$ cat src/rtl/noc_pkg.sv
// Shared NoC definitions: flit type codes, state encoding, and flit width helper.
// Used by the injector and by the router.
package noc_pkg;

    typedef logic [1:0] flit_type_t;

    localparam flit_type_t FLIT_SINGLE = 2'b11;
    localparam flit_type_t FLIT_HEAD   = 2'b10;
    localparam flit_type_t FLIT_BODY   = 2'b00;
    localparam flit_type_t FLIT_TAIL   = 2'b01;

    typedef enum logic {
        ST_IDLE = 1'b0,
        ST_SEND = 1'b1
    } inj_state_t;

    function automatic int flit_width(input int addr, input int payload);
        return 2 + addr + payload;
    endfunction

endpackage

$ cat src/rtl/packet_injector_if.sv
// Message-in / flit-out bundle for the packet injector; PKT_INJ_CREDIT_EN swaps
// flit_ready for credit_in. slave = injector side, master = core/router side.
interface packet_injector_if
    import noc_pkg::*;
#(
    parameter int MSG_WIDTH     = 64,
    parameter int ADDR_WIDTH    = 4,
    parameter int PAYLOAD_WIDTH = 16
);
    localparam int FLIT_WIDTH = flit_width(ADDR_WIDTH, PAYLOAD_WIDTH);

    logic                  msg_valid;
    logic                  msg_ready;
    logic [MSG_WIDTH-1:0]  message;
    logic [ADDR_WIDTH-1:0] dest;
    logic                  flit_valid;
    logic [FLIT_WIDTH-1:0] flit;
    logic                  busy;
`ifdef PKT_INJ_CREDIT_EN
    logic                  credit_in;

    modport slave  (input  msg_valid, message, dest, credit_in,
                    output msg_ready, flit_valid, flit, busy);
    modport master (output msg_valid, message, dest, credit_in,
                    input  msg_ready, flit_valid, flit, busy);
`else
    logic                  flit_ready;

    modport slave  (input  msg_valid, message, dest, flit_ready,
                    output msg_ready, flit_valid, flit, busy);
    modport master (output msg_valid, message, dest, flit_ready,
                    input  msg_ready, flit_valid, flit, busy);
`endif
endinterface

$ cat src/rtl/packet_injector_credit_counter.sv
// Saturating up/down credit counter, reset to MAX; inc+dec together hold the count.
// Increments at MAX and decrements at zero are ignored.
module credit_counter #(
    parameter  int MAX = 4,
    localparam int CW  = $clog2(MAX + 1)
) (
    input  logic          clk,
    input  logic          rst,
    input  logic          inc,
    input  logic          dec,
    output logic [CW-1:0] count
);
    always_ff @(posedge clk or posedge rst) begin
        if (rst) begin
            count <= CW'(MAX);
        end else if (inc && !dec && count != CW'(MAX)) begin
            count <= count + 1'b1;
        end else if (dec && !inc && count != '0) begin
            count <= count - 1'b1;
        end
    end
endmodule

$ cat src/rtl/packet_injector.sv
// Serialises one message per handshake into HEAD/BODY/TAIL (or SINGLE) flits, LSB slice first.
// Flit valid the cycle after acceptance; stalls on flit_ready, or on zero credits with PKT_INJ_CREDIT_EN.
module packet_injector
    import noc_pkg::*;
#(
    parameter int MSG_WIDTH     = 64,
    parameter int ADDR_WIDTH    = 4,
    parameter int PAYLOAD_WIDTH = 16,
    parameter int CREDITS       = 4
) (
    input logic               clk,
    input logic               rst,
    packet_injector_if.slave  bus
);
    localparam int NUM_FLITS  = MSG_WIDTH / PAYLOAD_WIDTH;
    localparam int FLIT_WIDTH = flit_width(ADDR_WIDTH, PAYLOAD_WIDTH);
    localparam int IDX_W      = (NUM_FLITS > 1) ? $clog2(NUM_FLITS) : 1;
    localparam logic [IDX_W-1:0] LAST = IDX_W'(NUM_FLITS - 1);

    if (MSG_WIDTH % PAYLOAD_WIDTH != 0) begin : g_width_chk
        $error("MSG_WIDTH must be a multiple of PAYLOAD_WIDTH");
    end
    if (CREDITS < 1) begin : g_credit_chk
        $error("CREDITS must be at least 1");
    end

    inj_state_t                            state, state_nxt;
    logic [NUM_FLITS-1:0][PAYLOAD_WIDTH-1:0] msg_q;
    logic [ADDR_WIDTH-1:0]                 dest_q;
    logic [IDX_W-1:0]                      idx;
    logic [PAYLOAD_WIDTH-1:0]              payload;
    logic                                  last, has_credit, out_fire, msg_fire, msg_ready;
    logic                                  flit_valid, busy;
    logic [FLIT_WIDTH-1:0]                 flit;

    function automatic flit_type_t type_at(input logic [IDX_W-1:0] i);
        if (NUM_FLITS == 1) return FLIT_SINGLE;
        if (i == '0)        return FLIT_HEAD;
        if (i == LAST)      return FLIT_TAIL;
        return FLIT_BODY;
    endfunction

    if (NUM_FLITS == 1) begin : g_one
        assign payload = msg_q[0];
    end else begin : g_many
        assign payload = msg_q[idx];
    end

`ifdef PKT_INJ_CREDIT_EN
    localparam int CW = $clog2(CREDITS + 1);
    logic [CW-1:0] credits;

    credit_counter #(.MAX(CREDITS)) u_credits (
        .clk   (clk),
        .rst   (rst),
        .inc   (bus.credit_in),
        .dec   (out_fire),
        .count (credits)
    );
    assign has_credit = (credits != '0);
    // Without a ready, a valid flit with credit is always taken by the router.
    assign out_fire   = flit_valid;
`else
    assign has_credit = 1'b1;
    assign out_fire   = flit_valid & bus.flit_ready;
`endif

    assign last      = (idx == LAST);
    assign msg_ready = (state == ST_IDLE) | ((state == ST_SEND) & last & out_fire);
    assign msg_fire  = bus.msg_valid & msg_ready;

    always_ff @(posedge clk or posedge rst) begin
        if (rst) state <= ST_IDLE;
        else     state <= state_nxt;
    end

    always_comb begin
        state_nxt = state;
        case (state)
            ST_IDLE: if (msg_fire) state_nxt = ST_SEND;
            ST_SEND: if (out_fire && last && !msg_fire) state_nxt = ST_IDLE;
            default: state_nxt = ST_IDLE;
        endcase
    end

    always_comb begin
        flit_valid = 1'b0;
        busy       = 1'b0;
        flit       = '0;
        if (state == ST_SEND) begin
            busy       = 1'b1;
            flit_valid = has_credit;
            flit       = {type_at(idx), dest_q, payload};
        end
    end

    always_ff @(posedge clk or posedge rst) begin
        if (rst) begin
            msg_q  <= '0;
            dest_q <= '0;
            idx    <= '0;
        end else if (msg_fire) begin
            msg_q  <= bus.message;
            dest_q <= bus.dest;
            idx    <= '0;
        end else if (out_fire) begin
            idx    <= last ? '0 : idx + 1'b1;
        end
    end

    assign bus.msg_ready  = msg_ready;
    assign bus.flit_valid = flit_valid;
    assign bus.flit       = flit;
    assign bus.busy       = busy;
endmodule
$ cat src/flat_wrapper.sv
// flat-port wrapper written by rule: the top's interface ports become plain ports
module packet_injector_flat import noc_pkg::*;
#(
    parameter int MSG_WIDTH     = 64,
    parameter int ADDR_WIDTH    = 4,
    parameter int PAYLOAD_WIDTH = 16,
    parameter int CREDITS       = 4
)
  (clk, rst, bus_msg_valid, bus_message, bus_dest, bus_flit_ready, bus_msg_ready, bus_flit_valid, bus_flit, bus_busy);
  packet_injector_if #(.MSG_WIDTH(MSG_WIDTH), .ADDR_WIDTH(ADDR_WIDTH), .PAYLOAD_WIDTH(PAYLOAD_WIDTH)) bus_i ();
  input logic clk;
  input logic rst;
  input wire logic [$bits(bus_i.msg_valid)-1:0] bus_msg_valid;
  input wire logic [$bits(bus_i.message)-1:0] bus_message;
  input wire logic [$bits(bus_i.dest)-1:0] bus_dest;
  input wire logic [$bits(bus_i.flit_ready)-1:0] bus_flit_ready;
  output wire logic [$bits(bus_i.msg_ready)-1:0] bus_msg_ready;
  output wire logic [$bits(bus_i.flit_valid)-1:0] bus_flit_valid;
  output wire logic [$bits(bus_i.flit)-1:0] bus_flit;
  output wire logic [$bits(bus_i.busy)-1:0] bus_busy;
  assign bus_i.msg_valid = bus_msg_valid;
  assign bus_i.message = bus_message;
  assign bus_i.dest = bus_dest;
  assign bus_i.flit_ready = bus_flit_ready;
  assign bus_msg_ready = bus_i.msg_ready;
  assign bus_flit_valid = bus_i.flit_valid;
  assign bus_flit = bus_i.flit;
  assign bus_busy = bus_i.busy;
  packet_injector #(.MSG_WIDTH(MSG_WIDTH), .ADDR_WIDTH(ADDR_WIDTH), .PAYLOAD_WIDTH(PAYLOAD_WIDTH), .CREDITS(CREDITS)) u_core (.clk(clk), .rst(rst), .bus(bus_i));
endmodule
$ cat config.mk
export PLATFORM = sky130hd
export DESIGN_NAME = packet_injector_flat
export DESIGN_NICKNAME = d
export VERILOG_FILES = /design/src/rtl/noc_pkg.sv /design/src/rtl/packet_injector_if.sv /design/src/rtl/packet_injector_credit_counter.sv /design/src/rtl/packet_injector.sv /design/src/flat_wrapper.sv
export SDC_FILE = /design/constraint.sdc
export NUM_CORES = 1
export LEC_CHECK = 0
export ABC_AREA = 1
export CAP_MARGIN = 20
export CORE_ASPECT_RATIO = 0.75
export CORE_UTILIZATION = 51
export CTS_BUF_LIST = sky130_fd_sc_hd__clkbuf_4
export CTS_CLUSTER_DIAMETER = 50
export DETAILED_ROUTE_END_ITERATION = 10
export PLACE_DENSITY = 0.83
export SYNTH_ARGS = -nofsm -noshare
export SYNTH_HDL_FRONTEND = slang
export SYNTH_SLANG_ARGS = --single-unit
$ cat constraint.sdc
create_clock -name clk -period 2.3 [get_ports clk]
set_input_delay 0.23 -clock clk [delete_from_list [all_inputs] [get_ports clk]]
set_output_delay 0.23 -clock clk [all_outputs]
set_load 0.02 [all_outputs]
==> results of run 1 <==
==> area by class of cell <==
type / instances / area share
clock buffers: 9 / 0.0140
clock inverters: 7 / 0.0132
inverters: 76 / 0.0607
multi-input cells: 337 / 0.302
flip-flops and latches: 71 / 0.368
well taps: 98 / 0.0254
repair buffers: 104 / 0.216
repair inverters: 1 / 0.00104
==> worst paths after layout <==
kind	start	endpoint	slack, ns	cells past startpoint
max	u_core.idx[0]$_DFFE_PP0P_	bus_flit[21]	0.08	5
min	rst	u_core.msg_q[59]$_DFFE_PP0P_	0.15	2
max reg2reg	u_core.idx[0]$_DFFE_PP0P_	u_core.idx[0]$_DFFE_PP0P_	0.21	8
min reg2reg	u_core.msg_q[50]$_DFFE_PP0P_	u_core.msg_q[50]$_DFFE_PP0P_	0.48	2
max in group asynchronous	rst	u_core.msg_q[9]$_DFFE_PP0P_	1.50	3
min in group clk	bus_msg_valid	u_core.msg_q[19]$_DFFE_PP0P_	0.34	3
==> routing by layer <==
layer  up-vias  global-route usage
li1       1747                   -
met1      1606               0.383
met2       193               0.380
met3        20              0.0693
met4         0               0.110
met5         -                   0
==> Yosys cell counts, drive strengths merged <==
| library cell | instances | area share |
|---|---|---|
| clkinv | 1 | 0.0013 |
| nand3 | 102 | 0.13 |
| ha | 2 | 0.0066 |
| dfrtp | 71 | 0.47 |
| nand2 | 215 | 0.22 |
| buf | 35 | 0.075 |
| a21oi | 16 | 0.021 |
| inv | 75 | 0.074 |
| nor2 | 1 | 0.00099 |
| o21ai | 1 | 0.0013 |
==> kinds of logic after synthesis <==
kind of cell / count (synthesis) / share of synthesized area
buffers and inverters: 111 / 0.150
AO/OA/AOI/OAI: 17 / 0.0224
flip-flops: 71 / 0.467
adder cells (fa/ha/maj): 2 / 0.00658
AND/OR/NAND/NOR: 318 / 0.354
==> timing repair <==
item                                    CTS  global route
endpoints found under the setup margin   18             6
gates cloned                              0             1
hold endpoints to repair                  0             0
gates resized for setup                  14             9
==> where the power goes <==
group / total, mW / leakage, nW / switching, mW / internal [mW]
Sequential: 2.16 / 0.886 / 0.353 / 1.81
Clock: 0.770 / 0.0691 / 0.449 / 0.321
Combinational: 3.27 / 1.72 / 2.04 / 1.23
==> flip-flops by register name, summed over array words and instances, names as in the netlist <==
signal	count
u_core.msg_q	64
u_core.dest_q	4
u_core.idx	2
u_core.state	1
==> per-stage QoR <==
step	hold slack, ns	area [µm²]	util
CTS	0.147	4800	0.686
floorplan	0.375	3800	-
detailed placement	0.458	4680	0.669
global placement	0.454	4680	0.669
global route	0.180	4820	0.690
finish	0.151	4820	0.690
==> results.sh, run 1 <==
export IMPL_cts_buffers=9
export IMPL_final_nets=674
export IMPL_first_global_vias=3327
export IMPL_synth_seq_cells=71
export IMPL_dr_wl_met2_um=4210
export IMPL_regArea_mm2=0.00178
export IMPL_finalWorstSetupSlack_ns=0.0820
export IMPL_path_cells="clkinv_4 > ha_1 > nand2_1 > inv_1 > clkdlybuf4s50_1"
export IMPL_holdBufCountCts=0
export IMPL_synth_seq_area_share=0.467
export IMPL_gp_congestion=0.912
export IMPL_die_area_mm2=0.00781
export IMPL_multiInputGateArea_mm2=0.00146
export IMPL_min_period_ns=2.22
export IMPL_drive_above_1_share=0.0496
export IMPL_fin_skew_ns=0.00387
export IMPL_clk_pin_slew_worst_paths_ns=0.11
export IMPL_arrival_ns=1.99
export IMPL_final_common_cell="nand2_1"
export IMPL_tns_ns=0
export IMPL_hp_class="input pin to asynchronous set/reset pin"
export IMPL_diodes=0
export IMPL_path_class="register to primary output"
export IMPL_clk_latency_ns=0.43
export IMPL_nFillCells=586
export IMPL_fin_cells=703
export IMPL_crit_path_start_kind="register"
export IMPL_mostFrequentLayoutCells="213 x nand2_1, 102 x nand3_1, 77 x clkdlybuf4s50_1, 73 x inv_1, 71 x dfrtp_1"
export IMPL_crit_path_top_delay_cell="clkdlybuf4s50_1"
export IMPL_synth_net_count=593
export IMPL_vias=3566
export IMPL_leakagePower_nw=2.67
export IMPL_vias_per_cell=5.07
export IMPL_synth_distinct_cells=15
export IMPL_critPathTopFamily="buffers and inverters"
export IMPL_start_util=0.544
export IMPL_cap_violations=0
export IMPL_die_width_um=102
export IMPL_cts_root_buf="clkbuf_4"
export IMPL_relSlewSlack=0.600
export IMPL_cts_setup_buffers=0
export IMPL_grt_max_degree=71
export IMPL_met3_length_um=897
export IMPL_cp_required_ns=2.07
export IMPL_num_rows=26
export IMPL_ys_warnings_count=0
export IMPL_top_layer_used="met4"
export IMPL_final_max_slew_viol_count=0
export IMPL_grt_pass1_wl_um=15900
export IMPL_die_height_um=76.8
export IMPL_portBuffers=96
export IMPL_crit_fanout=17
export IMPL_finalCritPeriodShare=0.964
export IMPL_avgSynthCellArea_um2=7.33
export IMPL_power_density_mw_per_mm2=1290
export IMPL_power_mw=6.20
export IMPL_dp_hpwl_um=6900
export IMPL_max_clock_path_buffers=2
export IMPL_num_io_pins=97
export IMPL_routed_wl_um=9810
export IMPL_dr_pass1_iters=5
export IMPL_syn_inst=519
export IMPL_cp_end_kind="primary output"
export IMPL_max_freq_mhz=451
export IMPL_track_usage=0.267
export IMPL_status="finished, final reports clean"
export IMPL_crit_path_max_incr_delay_ns=0.52
export IMPL_dpl_cell_count=686
export IMPL_path_buf_inv=3
export IMPL_core_area_mm2=0.00699
export IMPL_ant_nets=0
export IMPL_place_worst_setup_slack_ns=0.336
export IMPL_wl_met1_um=4490
export IMPL_drtIter0Drc=350
export IMPL_antenna_found_initial=0
export IMPL_globalRoute_totalOverflow=0
export IMPL_hold_viol_final=0
export IMPL_irDropWorstVdd_mv=0.618
export IMPL_wl_per_cell_um=14.0
export IMPL_syn_cell_area_mm2=0.00380
export IMPL_setup_viol=0
export IMPL_cts_tree="built"
export IMPL_area_growth_pct=26.8
export IMPL_worstMarginPinSlew_ns=0.600
export IMPL_clock_sinks=71
export IMPL_cts_htree_levels=3
export IMPL_drc=0
(Power assumes the default switching activity.)
==> run 2: changes to the inputs <==
--- a/config.mk
+++ b/config.mk
@@ -12,6 +12,7 @@
 export CTS_BUF_LIST = sky130_fd_sc_hd__clkbuf_4
 export CTS_CLUSTER_DIAMETER = 50
 export DETAILED_ROUTE_END_ITERATION = 10
+export HOLD_SLACK_MARGIN = 0.15
 export PLACE_DENSITY = 0.83
 export SYNTH_ARGS = -nofsm -noshare
 export SYNTH_HDL_FRONTEND = slang
==> results.sh, run 2 (synthesized netlist as in run 1, its figures left out) <==
export IMPL_drive_above_1_share=0.0495
export IMPL_dpl_instance_area_mm2=0.00468
export IMPL_min_to="u_core.msg_q[48]$_DFFE_PP0P_"
export IMPL_arrival_ns=2.01
export IMPL_cts_htree_levels=3
export IMPL_fin_skew_ns=0.00395
export IMPL_area_growth_pct=27.1
export IMPL_diodes=0
export IMPL_finalCritPeriodShare=0.973
export IMPL_switching_share=0.459
export IMPL_ant_nets=0
export IMPL_power_density_mw_per_mm2=1290
export IMPL_clockPowerShare=0.125
export IMPL_tns_ns=0
export IMPL_globalRoute_totalOverflow=0
export IMPL_cts_setup_buffers=0
export IMPL_die_height_um=76.8
export IMPL_start_util=0.544
export IMPL_power_mw=6.21
export IMPL_num_io_pins=97
export IMPL_final_nets=675
export IMPL_core_area_mm2=0.00699
export IMPL_final_max_slew_viol_count=0
export IMPL_largestRegisters="u_core.msg_q (64), u_core.dest_q (4), u_core.idx (2)"
export IMPL_clk_pin_slew_worst_paths_ns=0.11
export IMPL_grt_pass1_wl_um=15900
export IMPL_first_global_vias=3327
export IMPL_mostFrequentLayoutCells="213 x nand2_1, 102 x nand3_1, 77 x clkdlybuf4s50_1, 73 x inv_1, 71 x dfrtp_1"
export IMPL_cp_required_ns=2.07
export IMPL_final_common_cell="nand2_1"
export IMPL_worstMarginPinSlew_ns=0.619
export IMPL_dp_hpwl_um=6900
export IMPL_irDropWorstVdd_mv=0.620
export IMPL_num_rows=26
export IMPL_cts_root_buf="clkbuf_4"
export IMPL_die_area_mm2=0.00781
export IMPL_cts_tree="built"
export IMPL_grt_max_degree=71
export IMPL_gp_congestion=0.912
export IMPL_dr_pass1_iters=6
export IMPL_hold_viol_final=0
export IMPL_cp_end_kind="primary output"
export IMPL_r2r_start="u_core.idx[0]$_DFFE_PP0P_"
export IMPL_p_int_mw=3.36
export IMPL_antenna_found_initial=0
export IMPL_status="finished, final reports clean"
export IMPL_drc=0
export IMPL_min_period_ns=2.24
export IMPL_cts_buffers=9
export IMPL_reg2reg_depth=8
export IMPL_crit_fanout=16
export IMPL_comb_power_share=0.527
export IMPL_fin_area_mm2=0.00483
export IMPL_portBuffers=96
export IMPL_wl_per_cell_um=14.0
export IMPL_drtIter0Drc=375
export IMPL_vias_per_cell=5.07
export IMPL_vias=3568
export IMPL_crit_path_start_kind="register"
export IMPL_path_class="register to primary output"
export IMPL_whs_path_depth=3
export IMPL_hp_start="bus_message[48]"
export IMPL_pwr_share_seq=0.348
export IMPL_die_width_um=102
export IMPL_routed_wl_um=9830
export IMPL_max_freq_mhz=447
export IMPL_hp_class="input pin to register"
export IMPL_track_usage=0.267
export IMPL_rrSetupSlack_ns=0.20
export IMPL_power_switching_mw=2.85
export IMPL_relSlewSlack=0.587
export IMPL_leakagePower_nw=2.68
export IMPL_critPathLaunch="u_core.idx[0]$_DFFE_PP0P_"
export IMPL_regMostFlops="u_core.msg_q"
export IMPL_clock_sinks=71
export IMPL_r2r_end="u_core.idx[0]$_DFFE_PP0P_"
export IMPL_setup_viol=0
export IMPL_clk_latency_ns=0.43
export IMPL_fin_hold_ws_ns=0.346
export IMPL_cap_violations=0
export IMPL_max_clock_path_buffers=2
export IMPL_largest_reg_flops=64
## run 2: cell types whose count changed in the layout (fill, tap and decap cells not counted), sizes merged
cell / change
dlygate4sd3: +1
## run 2: worst max-delay path by stage
stage	end	slack [ns]	cells after the start
after detailed placement	u_core.idx[0]$_DFFE_PP0P_	0.34	8
after global routing	bus_flit[9]	-0.003	5
after global placement	bus_flit[6]	0.40	5
after CTS	bus_flit[12]	0.001	5
after floorplan	u_core.dest_q[0]$_DFFE_PP0P_	0.27	1
final	bus_flit[9]	0.06	5
## run 2: timing repair
| action | CTS | global route |
|---|---|---|
| gates resized for setup | 14 | 9 |
| cloned | 0 | 1 |
| endpoints found under the hold margin | 6 | 0 |
| hold buffers | 1 | 0 |
| endpoints found under the setup margin | 18 | 6 |
## run 2: final cells by class
class / instances / area (µm²)
tap: 98 / 123
timing repair buffer: 105 / 1050
multi-input combinational: 337 / 1460
sequential: 71 / 1780
clock inverter: 7 / 63.8
inverter: 76 / 293
timing repair inverter: 1 / 5.00
clock buffer: 9 / 67.6
fill: 582 / 2160
## run 2: critical path, cell delays in order (launching register included)
cell and delay (ns):
dfrtp_1 0.50, clkinv_2 0.29, nand2_1 0.14, nand3_1 0.09, a21oi_1 0.19, dlygate4sd2_1 0.35
## run 2: metrics by stage
step                      worst slack (ns)  cells  utilization
after global placement               0.397    686        0.669
after CTS                          0.00119    703        0.688
final                               0.0617    704        0.691
after floorplan                      0.273    519            -
after global routing              -0.00302    704        0.691
after detailed placement             0.336    686        0.669
## run 2: layer usage
metal | GRT usage | up-vias | part of all wire | wire (µm)
met5 | 0 | - | 0 | 0
met4 | 0.110 | 0 | 0.023 | 226
met2 | 0.380 | 199 | 0.42 | 4160
li1 | - | 1752 | - | -
met3 | 0.0693 | 22 | 0.093 | 916
met1 | 0.383 | 1595 | 0.46 | 4520
## run 2: power by group through the flow
stage	clock, mW	combinational [mW]	sequential (mW)
after global routing	0.844	3.61	2.23
after CTS	0.790	3.24	2.15
final	0.774	3.28	2.16
after floorplan	0	2.31	2.06
after global placement	0	3.28	2.15
after detailed placement	0	3.38	2.16
